===== config.mk =====
export PLATFORM = sky130hd
export DESIGN_NAME = sd_dat_tx_fifo
export DESIGN_NICKNAME = d
export VERILOG_FILES = /design/src/rtl/sd_dat_tx_fifo_pkg.sv /design/src/rtl/sd_fifo_ram.sv /design/src/rtl/sd_dat_tx_fifo.sv
export SDC_FILE = /design/constraint.sdc
export NUM_CORES = 1
export LEC_CHECK = 0
export ABC_CLOCK_PERIOD_IN_PS = 3500
export BUFFER_PORTS_ARGS = -buffer_cell sky130_fd_sc_hd__buf_2
export CORE_AREA = 2 2 270 272
export CTS_CLUSTER_SIZE = 12
export DETAILED_ROUTE_END_ITERATION = 7
export DIE_AREA = 0 0 272 274
export GPL_TIMING_DRIVEN = 0
export MAX_ROUTING_LAYER = met4
export PLACE_DENSITY = 0.44
export SYNTH_ARGS = -nofsm -noshare
export SYNTH_HDL_FRONTEND = slang
export SYNTH_SLANG_ARGS = --single-unit

===== constraint.sdc =====
create_clock -name sd_clock -period 3.5 [get_ports sd_clock]
set_clock_uncertainty 0.05 [all_clocks]
set_input_delay 0.525 -clock sd_clock [delete_from_list [all_inputs] [get_ports sd_clock]]
set_output_delay 0.525 -clock sd_clock [all_outputs]
set_load 0.05 [all_outputs]

===== src/rtl/sd_dat_tx_fifo_pkg.sv =====
// sd_dat_tx_fifo_pkg: shared DAT path widths and FIFO level defaults
package sd_dat_tx_fifo_pkg;
    localparam int DAT_WORD_W      = 32;
    localparam int DAT_FIFO_AW     = 4;
    localparam int DAT_FIFO_AF     = 12;
    localparam int DAT_FIFO_AE     = 2;
    localparam int DAT_BLOCK_WORDS = 128;
endpackage


===== src/rtl/sd_fifo_ram.sv =====
// sd_fifo_ram: dual-port word array, synchronous write, registered synchronous read
//  sd_clock  clock
//  clr       synchronous clear of the read register only (array keeps stale data)
//  we/waddr/wdata  write port
//  re/raddr/rdata  read port; rdata holds when re=0
module sd_fifo_ram
    import sd_dat_tx_fifo_pkg::*;
#(
    parameter int DATA_WIDTH = DAT_WORD_W,
    parameter int ADDR_WIDTH = DAT_FIFO_AW
) (
    input  logic                  sd_clock,
    input  logic                  clr,
    input  logic                  we,
    input  logic [ADDR_WIDTH-1:0] waddr,
    input  logic [DATA_WIDTH-1:0] wdata,
    input  logic                  re,
    input  logic [ADDR_WIDTH-1:0] raddr,
    output logic [DATA_WIDTH-1:0] rdata
);
    logic [DATA_WIDTH-1:0] mem [2**ADDR_WIDTH];
    always_ff @(posedge sd_clock) begin
        if (we) mem[waddr] <= wdata;
    end
    // read-before-write: a pop and push to the same slot while full returns the old word
    always_ff @(posedge sd_clock) begin
        if (clr) rdata <= '0;
        else if (re) rdata <= mem[raddr];
    end
endmodule


===== src/rtl/sd_dat_tx_fifo.sv =====
// sd_dat_tx_fifo: single-clock word FIFO feeding dat_phys during card writes
//  sd_clock, reset (sync, active-low), flush (sync clear)
//  wr_en/wr_data  host push;  rd_en/rd_data  dat_phys pop (1-cycle latency)
//  count, full, empty, almost_full, almost_empty  level flags from registered count
//  overflow/underflow  sticky error flags, cleared by reset or flush
module sd_dat_tx_fifo
    import sd_dat_tx_fifo_pkg::*;
#(
    parameter int DATA_WIDTH = DAT_WORD_W,
    parameter int ADDR_WIDTH = DAT_FIFO_AW,
    parameter int AF_LEVEL   = DAT_FIFO_AF,
    parameter int AE_LEVEL   = DAT_FIFO_AE
) (
    input  logic                  sd_clock,
    input  logic                  reset,
    input  logic                  flush,
    input  logic                  wr_en,
    input  logic [DATA_WIDTH-1:0] wr_data,
    input  logic                  rd_en,
    output logic [DATA_WIDTH-1:0] rd_data,
    output logic [ADDR_WIDTH:0]   count,
    output logic                  full,
    output logic                  empty,
    output logic                  almost_full,
    output logic                  almost_empty,
    output logic                  overflow,
    output logic                  underflow
);
    localparam logic [ADDR_WIDTH:0] DEPTH = (ADDR_WIDTH+1)'(2**ADDR_WIDTH);
    localparam logic [ADDR_WIDTH:0] ONE   = (ADDR_WIDTH+1)'(1);
    logic [ADDR_WIDTH-1:0] wr_ptr, rd_ptr;
    logic clr, push, pop;
    assign clr          = ~reset | flush;
    assign full         = count == DEPTH;
    assign empty        = count == '0;
    assign almost_full  = count >= (ADDR_WIDTH+1)'(AF_LEVEL);
    assign almost_empty = count <= (ADDR_WIDTH+1)'(AE_LEVEL);
    // a pop in the same cycle frees the slot a push into a full FIFO needs
    assign push = wr_en & (~full | rd_en);
    assign pop  = rd_en & ~empty;
    sd_fifo_ram #(.DATA_WIDTH(DATA_WIDTH), .ADDR_WIDTH(ADDR_WIDTH)) u_ram (
        .sd_clock (sd_clock),
        .clr      (clr),
        .we       (push & ~clr),
        .waddr    (wr_ptr),
        .wdata    (wr_data),
        .re       (pop & ~clr),
        .raddr    (rd_ptr),
        .rdata    (rd_data)
    );
    always_ff @(posedge sd_clock) begin
        if (clr) begin
            wr_ptr    <= '0;
            rd_ptr    <= '0;
            count     <= '0;
            overflow  <= 1'b0;
            underflow <= 1'b0;
        end else begin
            if (push) wr_ptr <= wr_ptr + ADDR_WIDTH'(1);
            if (pop) rd_ptr <= rd_ptr + ADDR_WIDTH'(1);
            count     <= (push & ~pop) ? count + ONE : (pop & ~push) ? count - ONE : count;
            overflow  <= overflow | (wr_en & full & ~rd_en);
            underflow <= underflow | (rd_en & empty);
        end
    end
endmodule

Word-level counts from Yosys, hierarchy flattened
Memories as Yosys holds them, arrays and structs flattened. A register that Yosys moved wholly into a read port is not among the register bits.
Cells that the tools add are included.
W data, S select, Z words.
{"block": "op_classes", "addsub": 4, "n_lt_le_gt_ge": 2, "n_eq_ne": 1, "n_mux": 4, "n_bitwise": 20, "reduce_logical": 2}
{"cell": "$mux W5", "count": 2}
{"cell": "$and A1 B1 Y1", "count": 9}
{"cell": "$add A4 B1 Y4 const B", "count": 2}
{"cell": "$not A1 Y1", "count": 7}
{"cell": "$add A5 B1 Y5 const B", "count": 1}
{"cell": "$eq A5 B5 Y1 const B", "count": 1}
{"cell": "$ge A5 B4 Y1 const B", "count": 1}
{"cell": "$le A5 B2 Y1 const B", "count": 1}
{"cell": "$logic_not A5 Y1", "count": 1}
{"cell": "$sub A5 B1 Y5 const B", "count": 1}
{"cell": "$or A1 B1 Y1", "count": 4}
{"cell": "$mux W1", "count": 2}
{"cell": "$reduce_bool A2 Y1", "count": 1}
{"block": "totals", "regBits": 15, "ramBits": 512, "out_inout_bits": 43, "mem_count": 1}
{"memory": "u_ram.mem", "words": 16, "width": 32, "rd": 1, "rd_clocked_by_memory_dff": 1, "write_ports": 1, "line": "sd_fifo_ram.sv:21", "source": "logic [DATA_WIDTH-1:0] mem [2**ADDR_WIDTH];"}

Depth between registers and ports, before layout
{"block": "logic_depth", "word_depth": 8, "depth_mapped": 11, "mapped_depth_nobuf": 9}

By module
Synthesis repeated with hierarchy kept, for this count alone.
{"block": "hier_totals", "cells_unflattened": 1306, "hier_area_um2": 21772.1}
{"mod": "sd_fifo_ram", "instances": 1, "cells_per_inst": 1216, "area_each_um2": 20948.8}
{"mod": "sd_dat_tx_fifo", "instances": 1, "cells_per_inst": 90, "area_each_um2": 823.3}

Worst setup path after synthesis
OpenSTA, ideal clock, no wires.
{"block": "synth_path", "path_type": "reg2out", "start": "register count[4]", "end": "output almost_empty", "t_arrival_ns": 3.133, "required_time_ns": 2.925, "path_slack_ns": -0.208, "path_stages_with_launch": 3, "path_buffers": 1, "cell_sequence": "dfxtp_1 > buf_2 > a2111oi_0"}
{"block": "synth_between", "elab_chain_cells": 1}
{"item": "start: declaration", "line": "sd_dat_tx_fifo.sv:21", "source": "output logic [ADDR_WIDTH:0] count,"}
{"item": "start signal: assignment", "line": "sd_dat_tx_fifo.sv:61", "source": "count <= (push & ~pop) ? count + ONE : (pop & ~push) ? count - ONE : count;"}
{"item": "$le A5 B2 Y1", "line": "sd_dat_tx_fifo.sv:37", "source": "assign almost_empty = count <= (ADDR_WIDTH+1)'(AE_LEVEL);"}
{"item": "end: declaration", "line": "sd_dat_tx_fifo.sv:25", "source": "output logic almost_empty,"}
No other way between the ends.

Final worst setup path
{"block": "layout_path", "start": "register count[0]", "end": "register count[4]"}
{"block": "layout_between", "elab_chain_cells": 7, "elab_cells_between_ends": 16, "cone_classes": "2 x add/sub; 1 x eq/ne; 2 x mux; 9 x bitwise; 2 x reduce/logical"}
{"item": "$eq A5 B5 Y1 *", "line": "sd_dat_tx_fifo.sv:34", "source": "assign full = count == DEPTH;"}
{"item": "$not A1 Y1 *", "line": "sd_dat_tx_fifo.sv:39", "source": "assign push = wr_en & (~full | rd_en);"}
{"item": "$or A1 B1 Y1 *", "line": "sd_dat_tx_fifo.sv:39"}
{"item": "$and A1 B1 Y1 *", "line": "sd_dat_tx_fifo.sv:39"}
{"item": "via push", "line": "sd_dat_tx_fifo.sv:32", "source": "logic clr, push, pop;"}
{"item": "$not A1 Y1", "line": "sd_dat_tx_fifo.sv:61"}
{"item": "$and A1 B1 Y1", "line": "sd_dat_tx_fifo.sv:61"}
{"item": "$reduce_bool A2 Y1 (no source line)"}
The timed path passes the listed nets; every way through them passes the cells marked *. The select of a mux whose other input is x is not followed.
A chain may end at the register's enable or synchronous reset.

==> results.md <==
- R2R depth: 11
- Post-CTS Setup Bufs: 0
- Hold Path Origin: wr_en
- Worst EP required: 3.99 ns
- First-pass GRT wire length: 77670 µm
- Warnings from Yosys: 0
- Worst vdd ir: 0.3219 mV
- Slowest-stage cell, CP: or4_4
- Final Hold Fails: 0
- Synth Area in Adders: 0.6226%
- Pwr/cell area: 567.3 mW/mm²
- Post-synthesis xor/xnor area fraction: 0.3700%
- EDFF count, synth: 512
- Final net count: 1206
- Vias per cell: 4.701
- Vias: 10210
- FF-to-FF Start: count[0]
- Die Y: 274 µm
- Die width: 272 µm
- # setup viols final: 0
- Initial Util: 29.60%
- Sw power: 3.205 mW
- FF+latch count, synth: 559
- Final worst setup slack: 0.3741 ns
- Crit path cell chain: or4_4 > buf_6 > o21a_1 > clkbuf_1 > ha_1 > inv_1 > ha_1 > a21o_1 > a21oi_1 > mux2i_1 > mux2i_1
- Critical path data arrival time: 3.61 ns
- P_leak: 8.077 nW
- CP max stage delay: 0.58 ns
- CP startpoint kind: flop
- Clock tree buffer depth: 3
- Hpwl dp: 32720 µm
- DRC: 0
- Post-route ant nets: 0
- Syn Area/Cell: 21.26 µm²
- Reg2Reg Setup Slack: 0.37 ns
- Async set-reset flop share out of synthesis: 0%
- Primary FF master, synth: edfxtp_1
- Resized Gates After CTS: 0
- R2R Path End: count[4]
- Dpl ws: 0.3170 ns
- Seq/Total Area, Yosys: 76.59%
- Switching Fraction: 22.40%
- Critical path peak fanout: 10
- WHS: 0.1804 ns
- Initial antenna violation count: 3
- Clk root buf: clkbuf_16
- TritonCTS buffer count: 60
- Final WL: 54090 µm
- Final Cycle Share: 89.31%
- Worst-skew pair later-pin latency: 0.60 ns
- Syn-to-layout area delta: 18.40%
- Internal power: 11.10 mW
- Hold path cells: 3
- CP Capture Type: flop
- Final min period: 3.126 ns
- Row cnt: 99
- Slew at the pin with the worst max-slew slack: 1.296 ns
- CTS tree: yes
- RePlAce Congestion: 0.6851
- Largest family of logic cells by synthesized area: multiplexers
- Die area: 0.07453 mm²
- Syn Inst Count: 1002
- GRT Total Usage: 15.03%
- Total grt overflow: 0
- Utilization after layout: 35.04%
- Fraction of layout cells with a size suffix above 1: 29.53%
- Post-synthesis mux area share: 16.78%
- Initial drt markers: 781
- Slew headroom: 13.57%
- Core box area: 0.07197 mm²
- Max-capacitance violation count: 0
- Seq pwr share: 51.6%
- Worst Setup EP: count[4]
- Synth Net Count: 1049
- Number of global-route vias before repair: 10690
- Detailed Routing Iterations Pass 1: 5
- Power Total: 14.31 mW
- CTS Hold Bufs: 0
- Simple-gate area share of the yosys netlist: 2.244%
- Syn Std Cell Area: 0.02130 mm²
- Max frequency: 319.9 MHz
- Drt wl/cell: 24.91 µm
- Hold Path Class: input port to flop
- Synth Area in Compound Gates: 2.068%
- Clock sink count: 559
- Most frequent cells in the layout: 512 x edfxtp_1, 128 x mux4_2, 101 x buf_2
- I/O pins: 80
- H-tree levels: 2
- Layout fillers: 6744
- Library cells used by synthesis: 34
- WS Path Type: flop to flop
- Largest net degree at the start of global routing: 21
- Placed Area: 0.02334 mm²
- Outcome: completed
- Clock power frac: 42.4%
- Commonest non-fill, non-tap cell in the layout: edfxtp_1
- Clk slew on worst S/H paths: 0.06 ns
- Slew Viols, Final: 0
- Fin area: 0.02522 mm²
- PortBufs: 79
- RSZ-0062 raised after global routing: false
- Crit path launch: count[0]
- Combinational Power Share: 6.0%
-- cell families after synthesis --
kind of cell | count (synthesis)
and+or+nand+nor | 119
DFF | 559
adders and majority gates | 10
buffers and inverters | 59
AOI/OAI and AO/OA | 49
muxes | 197
xor gates and xnor gates | 9
-- critical path, delay by kind of cell, from the launching register on --
kind | cells | cell delay, ns
simple gates | 1 | 0.58
flops | 1 | 0.39
mux | 2 | 0.45
fa+ha+maj | 2 | 0.56
compound gates | 3 | 0.52
buf+inv | 3 | 0.51
-- stage by stage --
step                      TNS (ns)  instances
final                            0       2171
after global routing             0       2171
after CTS                        0       2168
after detailed placement         0       2056
after global placement    -1004.49       2040
after floorplan                  0       1002
-- cell type report --
cell class              count  area (µm²)  area share (%)
diodes                      3       7.507         0.02977
plain buffers              54       264.0           1.047
clock buffers              89        1712           6.787
clock inverters            23       162.7          0.6449
inverters                   5       18.77         0.07442
multi-input cells         384        4825           19.13
flip-flops and latches    559       16320           64.69
well taps                 959        1200           4.758
repair buffers             95       715.7           2.838
-- routing by layer --
| layer | vias to the layer above | part of all wire [%] | global-route usage (%) |
|---|---|---|---|
| met4 | 0 | 2.1 | 4.063 |
| li1 | 4430 | - | - |
| met1 | 5513 | 45 | 19.85 |
| met5 | - | 0 | - |
| met2 | 182 | 49 | 24.21 |
| met3 | 80 | 3.8 | 2.373 |
-- synthesized netlist by cell type, types with 6 or more instances --
master / n / share of area, %
buf_1: 9 / 0.16
nand2_1: 8 / 0.14
ha_1: 9 / 0.53
nor2_1: 100 / 1.8
edfxtp_1: 512 / 72
a211o_1: 32 / 1.3
mux2i_1: 69 / 3.2
mux4_2: 128 / 14
clkbuf_1: 18 / 0.32
buf_2: 22 / 0.52
dfxtp_1: 47 / 4.4
xor2_1: 6 / 0.25
-- registers in the layout, summed over array words and instances (netlist names) --
signal,flops
count,5
overflow,1
rd_ptr,4
u_ram.mem,512
u_ram.rdata,32
underflow,1
wr_ptr,4
-- power groups by stage --
| stage | Sequential (mW) | Clock, mW | Combinational (mW) |
|---|---|---|---|
| after floorplan | 7.63 | 0 | 0.437 |
| after global placement | 7.52 | 0 | 0.854 |
| after detailed placement | 7.52 | 0 | 0.875 |
| after CTS | 7.38 | 6.24 | 0.878 |
| after global routing | 7.38 | 6.50 | 0.930 |
| final | 7.38 | 6.07 | 0.861 |
-- worst min path at each step --
stage	endpoint	slack, ns
4_1_cts	overflow	0.14
3_3_place_gp	u_ram.rdata[13]	0.39
2_1_floorplan	wr_ptr[1]	0.48
6_report	overflow	0.18
5_1_grt	overflow	0.18
3_5_place_dp	u_ram.rdata[13]	0.40
No activity file was read; power rests on OpenSTA's default activity.
